$ cat src/rtl/prio_enc_pkg.sv
// Shared types and constants for the prio_encoder_arb request arbiter.
package prio_enc_pkg;

   typedef enum logic [0:0] {
      IDLE  = 1'b0,
      GRANT = 1'b1
   } state_e;

   localparam int unsigned      CNT_W   = 16;
   localparam logic [CNT_W-1:0] CNT_MAX = '1;

endpackage

$ cat src/rtl/prio_encoder_arb_if.sv
// Request/grant bundle between requesters (master) and the prio_encoder_arb arbiter (slave).
interface prio_encoder_arb_if #(
   parameter int unsigned N = 32
) ();
   import prio_enc_pkg::*;

   localparam int unsigned W = (N > 1) ? $clog2(N) : 1;

   logic [N-1:0]     req_in;
   logic             enc_en;
   logic             release_in;
   logic [W-1:0]     enc_out;
   logic [N-1:0]     grant_onehot;
   logic             valid_out;
   logic [CNT_W-1:0] grant_count;

   modport master (
      output req_in, enc_en, release_in,
      input  enc_out, grant_onehot, valid_out, grant_count
   );

   modport slave (
      input  req_in, enc_en, release_in,
      output enc_out, grant_onehot, valid_out, grant_count
   );

endinterface

$ cat src/rtl/prio_pick.sv
// Combinational priority pick: first set request searching downward from start, wrapping
// from 0 back to N-1.
module prio_pick #(
   parameter int unsigned N = 32,
   localparam int unsigned W = (N > 1) ? $clog2(N) : 1
) (
   input  logic [N-1:0] req,
   input  logic [W-1:0] start,
   output logic [W-1:0] idx,
   output logic         found
);

   always_comb begin
      int unsigned pos;
      idx   = '0;
      found = 1'b0;
      pos   = 0;
      for (int unsigned i = 0; i < N; i++) begin
         // start + N - i never underflows; one subtraction folds it back into 0..N-1.
         pos = 32'(start) + N - i;
         if (pos >= N) begin
            pos = pos - N;
         end
         if (!found && (pos < N) && req[pos[W-1:0]]) begin
            found = 1'b1;
            idx   = pos[W-1:0];
         end
      end
   end

endmodule

$ cat src/rtl/prio_encoder_arb.sv
// Registered N-way arbiter, fixed or round-robin priority, grant held until released.
// Define PRIO_ENC_STATS_EN to build the saturating grant counter.
module prio_encoder_arb
   import prio_enc_pkg::*;
#(
   parameter int unsigned N           = 32,
   parameter int unsigned ROUND_ROBIN = 0
) (
   input logic               clk,
   input logic               clr_n,
   prio_encoder_arb_if.slave bus
);

   localparam int unsigned W    = (N > 1) ? $clog2(N) : 1;
   localparam logic [W-1:0] LAST = W'(N - 1);

   state_e         state_q, state_d;
   logic [W-1:0]   enc_q, enc_d;
   logic [W-1:0]   ptr_q, ptr_d;
   logic [N-1:0]   grant_q, grant_d;
   logic           valid_q, valid_d;
   logic [W-1:0]   pick_start;
   logic [W-1:0]   pick_idx;
   logic           pick_found;

   // Fixed mode always searches from the top index; ptr then never moves.
   assign pick_start = (ROUND_ROBIN != 0) ? ptr_q : LAST;

   prio_pick #(
      .N (N)
   ) u_pick (
      .req   (bus.req_in),
      .start (pick_start),
      .idx   (pick_idx),
      .found (pick_found)
   );

   always_comb begin
      state_d = state_q;
      enc_d   = enc_q;
      grant_d = grant_q;
      valid_d = valid_q;
      ptr_d   = ptr_q;
      unique case (state_q)
         IDLE: begin
            if (bus.enc_en && pick_found) begin
               state_d = GRANT;
               enc_d   = pick_idx;
               grant_d = N'(1) << pick_idx;
               valid_d = 1'b1;
               if (ROUND_ROBIN != 0) begin
                  ptr_d = (pick_idx == '0) ? LAST : pick_idx - 1'b1;
               end
            end
         end
         GRANT: begin
            // No preemption: only the owner's release or loss of its request ends the grant.
            if (bus.release_in || !bus.req_in[enc_q]) begin
               state_d = IDLE;
               enc_d   = '0;
               grant_d = '0;
               valid_d = 1'b0;
            end
         end
         default: begin
            state_d = IDLE;
         end
      endcase
   end

   always_ff @(posedge clk or negedge clr_n) begin
      if (!clr_n) begin
         state_q <= IDLE;
         enc_q   <= '0;
         grant_q <= '0;
         valid_q <= 1'b0;
         ptr_q   <= LAST;
      end else begin
         state_q <= state_d;
         enc_q   <= enc_d;
         grant_q <= grant_d;
         valid_q <= valid_d;
         ptr_q   <= ptr_d;
      end
   end

   assign bus.enc_out      = enc_q;
   assign bus.grant_onehot = grant_q;
   assign bus.valid_out    = valid_q;

`ifdef PRIO_ENC_STATS_EN
   logic [CNT_W-1:0] cnt_q;
   logic             grant_evt;

   assign grant_evt = (state_q == IDLE) && (state_d == GRANT);

   always_ff @(posedge clk or negedge clr_n) begin
      if (!clr_n) begin
         cnt_q <= '0;
      end else if (grant_evt && (cnt_q != CNT_MAX)) begin
         cnt_q <= cnt_q + 1'b1;
      end
   end

   assign bus.grant_count = cnt_q;
`else
   assign bus.grant_count = '0;
`endif

endmodule
$ cat src/flat_wrapper.sv
// flat-port wrapper written by rule: the top's interface ports become plain ports
module prio_encoder_arb_flat import prio_enc_pkg::*;
#(
   parameter int unsigned N           = 32,
   parameter int unsigned ROUND_ROBIN = 0
)
  (clk, clr_n, bus_req_in, bus_enc_en, bus_release_in, bus_enc_out, bus_grant_onehot, bus_valid_out, bus_grant_count);
  prio_encoder_arb_if #(.N(N)) bus_i ();
  input logic clk;
  input logic clr_n;
  input wire logic [$bits(bus_i.req_in)-1:0] bus_req_in;
  input wire logic [$bits(bus_i.enc_en)-1:0] bus_enc_en;
  input wire logic [$bits(bus_i.release_in)-1:0] bus_release_in;
  output wire logic [$bits(bus_i.enc_out)-1:0] bus_enc_out;
  output wire logic [$bits(bus_i.grant_onehot)-1:0] bus_grant_onehot;
  output wire logic [$bits(bus_i.valid_out)-1:0] bus_valid_out;
  output wire logic [$bits(bus_i.grant_count)-1:0] bus_grant_count;
  assign bus_i.req_in = bus_req_in;
  assign bus_i.enc_en = bus_enc_en;
  assign bus_i.release_in = bus_release_in;
  assign bus_enc_out = bus_i.enc_out;
  assign bus_grant_onehot = bus_i.grant_onehot;
  assign bus_valid_out = bus_i.valid_out;
  assign bus_grant_count = bus_i.grant_count;
  prio_encoder_arb #(.N(N), .ROUND_ROBIN(ROUND_ROBIN)) u_core (.clk(clk), .clr_n(clr_n), .bus(bus_i));
endmodule
$ cat config.mk
export PLATFORM = sky130hd
export DESIGN_NAME = prio_encoder_arb_flat
export DESIGN_NICKNAME = d
export VERILOG_FILES = /design/src/rtl/prio_enc_pkg.sv /design/src/rtl/prio_encoder_arb_if.sv /design/src/rtl/prio_pick.sv /design/src/rtl/prio_encoder_arb.sv /design/src/flat_wrapper.sv
export SDC_FILE = /design/constraint.sdc
export NUM_CORES = 1
export LEC_CHECK = 0
export CAP_MARGIN = 20
export CORE_MARGIN = 5
export CORE_UTILIZATION = 45
export CTS_BUF_LIST = sky130_fd_sc_hd__clkbuf_16
export DETAILED_ROUTE_END_ITERATION = 6
export PLACE_DENSITY_LB_ADDON = 0.2
export SYNTH_ARGS = -nofsm -noshare
export SYNTH_HDL_FRONTEND = slang
export SYNTH_SLANG_ARGS = --single-unit
$ cat constraint.sdc
create_clock -name clk -period 3 [get_ports clk]
set_input_delay 0.6 -clock clk [delete_from_list [all_inputs] [get_ports clk]]
set_output_delay 0.6 -clock clk [all_outputs]
set_load 0.02 [all_outputs]
* Word-level counts from Yosys, hierarchy flattened
Index checks and enable logic that the tools add are counted.
Word-level totals: flip-flop bits (word level) 39, output and inout bits 54
Operators by class: equality and inequality tests 2, reductions and logical operators 66, order comparisons 1, mux-type cells 78, bitwise logic cells 1, shifts and indexed selects 1
Operators by type and width (count):
- 5-bit 2-to-1 mux | 34
- 32-bit 2-to-1 mux | 2
- 32-bit one-hot mux with 2 select lines | 1
- 1-bit 2-to-1 mux | 37
- 1-bit logical AND | 32
- 1-bit logical NOT | 32
- 1-bit by 5-bit left shift with 32-bit output, first input constant | 1
- 5-bit one-hot mux with 2 select lines | 1
- 5-bit by 6-bit < comparator with 1-bit output, second input constant | 1
- 1-bit binary-select mux with 5-bit select | 1
- 1-bit one-hot mux with 2 select lines | 2
- 2-bit by 1-bit inequality test with 1-bit output, second input constant | 1
- 2-bit inequality test, second input constant | 1
- 2-bit AND reduction | 1
- 1-bit logical OR | 1
- 1-bit NOT | 1

* Longest topological paths before layout
Gate-level depths: netlist of run 1.
depth after elaboration 97, mapped depth 8, mapped depth without buffers 6

* Modules after synthesis
A second synthesis of run 1 with hierarchy kept.
Unflattened totals: cell total of the unflattened synthesis 899, area total of the unflattened synthesis 7941.4 um2
Modules (own cells, without submodules):
- prio_pick | times used 1, cells an instance 728, area each 5947.0 um2
- prio_encoder_arb | times used 1, cells an instance 171, area each 1994.4 um2

* Least setup slack after synthesis of run 1
Ideal clock, no wire load.
path type input -> register, start point in bus_req_in[2], end point reg u_core.grant_q[9] (netlist: u_core.bus.grant_onehot[9]), arrival 2.291 ns, library setup time 0.122 ns, stages 7, data required time 2.878 ns, setup slack 0.588 ns, buffers on the path 1, cells stage by stage mux4_1 > nor2b_1 > a2111oi_2 > and4b_4 > o21a_4 > buf_6 > a32o_1
Between the ends: longest elaborated chain between the ends 11
RTL lines:
- from (decl) | line flat_wrapper.sv:11 | input wire logic [$bits(bus_i.req_in)-1:0] bus_req_in;
- 1-bit logical AND | line prio_pick.sv:24 | if (!found && (pos < N) && req[pos[W-1:0]]) begin
- 1-bit 2-to-1 mux | line prio_pick.sv:24
- 1-bit logical NOT | line prio_pick.sv:24
- 1-bit logical AND | line prio_pick.sv:24
- 1-bit 2-to-1 mux | line prio_pick.sv:24
- 1-bit logical NOT | line prio_pick.sv:24
- 1-bit logical AND | line prio_pick.sv:24
- 5-bit 2-to-1 mux or 1-bit 2-to-1 mux (tied branches) | line prio_pick.sv:24
- 1-bit by 5-bit left shift with 32-bit output or 1-bit logical AND (tied branches) | line prio_encoder_arb.sv:49, prio_encoder_arb.sv:46
- 32-bit 2-to-1 mux or 2-bit by 1-bit inequality test with 1-bit output (tied branches)
- 32-bit one-hot mux with 2 select lines or 2-bit AND reduction (tied branches)
- to (signal assigned) | line prio_encoder_arb.sv:81 | grant_q <= grant_d;
- to (decl) | line prio_encoder_arb.sv:20 | logic [N-1:0] grant_q, grant_d;
Several ways; a longest one is shown, not always the timed one. The select of a mux whose other input is x is not followed. A chain may end at the register's enable or synchronous reset.

* Worst setup path in the final report of run 1
start point in bus_req_in[27], end point reg u_core.grant_q[4] (netlist: u_core.bus.grant_onehot[4])
Between the ends: longest elaborated chain between the ends 86
RTL lines (line):
- 1-bit logical AND | prio_pick.sv:24
- 1-bit 2-to-1 mux | prio_pick.sv:24
- 1-bit logical NOT | prio_pick.sv:24
- 1-bit logical AND | prio_pick.sv:24
- 1-bit 2-to-1 mux | prio_pick.sv:24
- 1-bit logical NOT | prio_pick.sv:24
- 1-bit logical AND | prio_pick.sv:24
- 1-bit 2-to-1 mux | prio_pick.sv:24
- (+70 left out)
- 1-bit logical AND | prio_pick.sv:24
- 1-bit 2-to-1 mux | prio_pick.sv:24
- 1-bit logical NOT | prio_pick.sv:24
- 1-bit logical AND | prio_pick.sv:24
- 5-bit 2-to-1 mux or 1-bit 2-to-1 mux (tied branches) | prio_pick.sv:24
- 1-bit by 5-bit left shift with 32-bit output or 1-bit logical AND (tied branches) | prio_encoder_arb.sv:49, prio_encoder_arb.sv:46
- 32-bit 2-to-1 mux or 2-bit by 1-bit inequality test with 1-bit output (tied branches)
- 32-bit one-hot mux with 2 select lines or 2-bit AND reduction (tied branches)
Several ways; a longest one is shown, not always the timed one. The select of a mux whose other input is x is not followed.

==> results of run 1 <==
-- per-layer routing --
| layer | global-route usage, % | vias up |
|---|---|---|
| met4 | 4.39 | 0 |
| met1 | 29.8 | 1160 |
| met2 | 32.6 | 106 |
| li1 | - | 1062 |
| met3 | 4.15 | 7 |
| met5 | 0 | - |
-- worst min-delay path by stage --
stage | start | endpoint | slack (ns) | cells after the start
2_1_floorplan | clr_n | u_core.bus.enc_out[0]$_DFFE_PN0P_ | 0.30 | 0
3_3_place_gp | u_core.bus.grant_onehot[15]$_DFFE_PN0P_ | u_core.bus.grant_onehot[15]$_DFFE_PN0P_ | 0.47 | 1
3_5_place_dp | u_core.bus.grant_onehot[21]$_DFFE_PN0P_ | u_core.bus.grant_onehot[21]$_DFFE_PN0P_ | 0.48 | 1
4_1_cts | clr_n | u_core.bus.grant_onehot[27]$_DFFE_PN0P_ | 0.45 | 1
5_1_grt | clr_n | u_core.bus.grant_onehot[27]$_DFFE_PN0P_ | 0.48 | 1
6_report | clr_n | u_core.bus.grant_onehot[27]$_DFFE_PN0P_ | 0.41 | 1
-- through the flow --
stage | util (%) | setup slack (ns) | power, W | hold WS (ns) | area (sq um)
after global routing | 68.7 | 0.0123 | 0.00230 | 0.483 | 3570
after floorplan | - | 0.588 | 0.00126 | 0.304 | 2510
after CTS | 68.5 | 0.236 | 0.00221 | 0.445 | 3570
after detailed placement | 64.8 | -0.0538 | 0.00152 | 0.481 | 3370
after global placement | 64.8 | -0.00136 | 0.00151 | 0.472 | 3370
final | 68.7 | 0.276 | 0.00220 | 0.411 | 3570
-- what timing repair did --
action / CTS / global route
endpoints found under the setup margin: 0 / 1
gates resized for setup: 0 / 0
hold endpoints to repair: 0 / 0
buffers inserted: 0 / 1
-- flip-flops by register name (all words and copies together) (netlist names) --
name	cells
u_core.bus.enc_out	5
u_core.bus.grant_onehot	32
u_core.bus.valid_out	1
u_core.state_q	1
-- power groups by stage --
stage,Combinational (W),Clock (W),Sequential [W]
finish,0.000820,0.000689,0.000696
global route,0.000878,0.000716,0.000708
CTS,0.000818,0.000692,0.000697
detailed placement,0.000815,0,0.000707
global placement,0.000807,0,0.000702
floorplan,0.000526,0,0.000732
-- Yosys cell counts (all sizes together) --
library cell / count / area (sq um)
nor2b: 4 / 25.0
mux4: 7 / 176
o311ai: 1 / 8.76
nand3b: 3 / 22.5
a211o: 1 / 8.76
a21oi: 7 / 35.0
or4: 1 / 7.51
nor3b: 2 / 15.0
mux2i: 6 / 60.1
dfrtp: 39 / 976
nand2: 15 / 56.3
a31oi: 1 / 6.26
a211oi: 1 / 7.51
o32a: 1 / 10.0
o32ai: 1 / 16.3
o21ai: 6 / 30.0
a32o: 32 / 322
o211ai: 1 / 7.51
a2111oi: 2 / 23.8
nor2: 8 / 30.0
and4b: 1 / 13.8
o2111ai: 1 / 8.76
o21a: 2 / 22.5
buf: 25 / 189
o22ai: 4 / 25.0
nand3: 3 / 20.0
inv: 6 / 22.5
and3: 7 / 43.8
nand2b: 1 / 6.26
and2: 1 / 6.26
a21o: 2 / 15.0
clkbuf: 2 / 7.51
nor4: 13 / 151
o31ai: 1 / 7.51
nor3: 9 / 45.0
or3: 1 / 6.26
nand4: 2 / 12.5
conb: 1 / 3.75
-- layout make-up --
class                      count  area (sq um)  area share (%)
clock buffer                   5           125            3.50
clock inverter                 3          67.6            1.89
inverter                       6          22.5           0.630
multi-input combinational    164          1310            36.7
sequential                    39           976            27.3
tap                           70          87.6            2.45
timing repair buffer         104           983            27.5
-- worst reg2reg max path, cell delays in order, from the launching register on --
cell and delay [ns]:
dfrtp_1 0.45, buf_4 0.24, mux4_2 0.54, a2111oi_2 0.36
and4b_4 0.26, o21a_4 0.31, a32o_2 0.28
-- cell families after synthesis --
kind of cell | count (synthesis) | synth area share [%]
and+or+nand+nor | 71 | 18.8
AOI/OAI and AO/OA | 64 | 22.6
DFF | 39 | 39.8
buffers and inverters | 33 | 8.93
muxes | 13 | 9.65
other | 1 | 0.153
==> impl_metrics.ini, run 1 <==
[run_status]
run_status = complete, no violations

[power]
power_density_nw_per_um2 = 617
switchingPower_w = 0.000744
power_frac_seq_pct = 31.6
switching_share_pct = 33.7
intPower_w = 0.00146
max-vdd-ir-drop_v = 0.000426
leakage_nw = 1.48
p_comb_share_pct = 37.2
pwr-share-clk_pct = 31.3

[sta]
fin_tns_setup_ns = 0
setup_viol = 0
timing_hold_violations_final = 0
fin_worst_skew_ns = 0.00416
worst_pin_slew_ns = 0.836
rsz0062_at_grt = no
slew_headroom_pct = 44.3
timing.fmax_mhz = 367
period_minus_slack_ns = 2.72
finalCritPeriodShare_pct = 90.8
slew_viol_final = 0

[synthesis]
synth_area_per_cell_sq_um = 11.1
ys_types = 49
synthesis.area_sq_um = 2450
ys_warn_count = 0
syn_inst = 221
synth-seq-area-share_pct = 39.8
synth_seq_cells = 39

[route]
post_drt_wl_per_cell_um = 18.2
wl_met1_um = 3100
wl_um = 7110
vias = 2335
drtAntennaViolNets = 0
drt_iter0_markers = 183
dr_wl_met2_um = 3320
highest_layer = met4
first_pass_iters = 5
routed_via_density = 5.97
met3_length_um = 631
drc = 0

[global_routing]
grt_usage_pct = 20.8
grt_pass1_wl_um = 11900
antenna_found_initial = 0
overflow = 0
grt_pass1_vias = 2337
grt_max_degree = 40

[cts]
path_clk_slew_ns = 0.06
cts.path.max_buffers = 2
cts_hold_buf = 0
clk_latency_ns = 0.29
cts-buffers-inserted = 5
cts-htree-levels = 2
cts-root-buf = clkbuf_16
cts.sinks = 39
cts_tree = yes

[worst_setup_path]
path_common_cell = buf_4
endpoint = u_core.bus.grant_onehot[4]$_DFFE_PN0P_
max_stage_delay_ns = 0.60
r2r-start = u_core.bus.enc_out[1]$_DFFE_PN0P_
criticalPathCategory = input port to flip-flop
required_ns = 3.22
rrSetupSlack_ns = 0.45
cp_slowest_cell = clkdlybuf4s50_1
arrival_ns = 2.94
critPathLaunchType = input port
timing.rr.end = u_core.bus.grant_onehot[11]$_DFFE_PN0P_
worstSetupPathDepth = 9
critical_path_buf_inv_count = 3
critical_path.cell_chain = clkdlybuf4s50_1 > buf_4 > nor4_4 > buf_4 > nand4_1 > nor2_1 > a2111oi_0 > and2_1 > a32o_1
crit_fanout = 9
r2r_cells = 6
crit_start = bus_req_in[27]
cp_top_family = buffers and inverters
critPathCaptureType = flip-flop

[floorplanning]
dieArea_sq_um = 7020
dieHeight_um = 83.8
die_x_um = 83.8
initial_core_util_pct = 47.1
coreArea_sq_um = 5200
num_rows = 26
pin_count = 90

[run]
drv_cap = 0

[final_layout]
n_fill_cell = 423
antennaDiodeCount = 0
syn_to_final_growth_pct = 45.8
final_cells = 391
final_cell_mix = clkdlybuf4s50_1, dfrtp_1, a32o_1
final_common_cell = clkdlybuf4s50_1
drive_above_1_share_pct = 17.1
nets = 356

[place]
place.gp.congestion = 0.940
io_buffers = 73
hpwl_um = 5460
place_inst = 382

[worst_hold_path]
hp-class = input port to asynchronous set/reset pin
Note: power is estimated with default switching activity, not from simulation.
==> inputs of run 2 (changes only) <==
==> constraint.sdc (replaced) <==
create_clock -name clk -period 3 [get_ports clk]
set_input_delay 0.6 -clock clk [delete_from_list [all_inputs] [get_ports clk]]
set_output_delay 0.6 -clock clk [all_outputs]
set_load 0.005 [all_outputs]
==> results of run 2 <==
Same layout as run 1 (identical final DEF). Status: complete, no violations.
Among the figures that moved: total power 0.00220 W -> 0.00212 W; worst IR drop on VDD 0.000426 V -> 0.000425 V
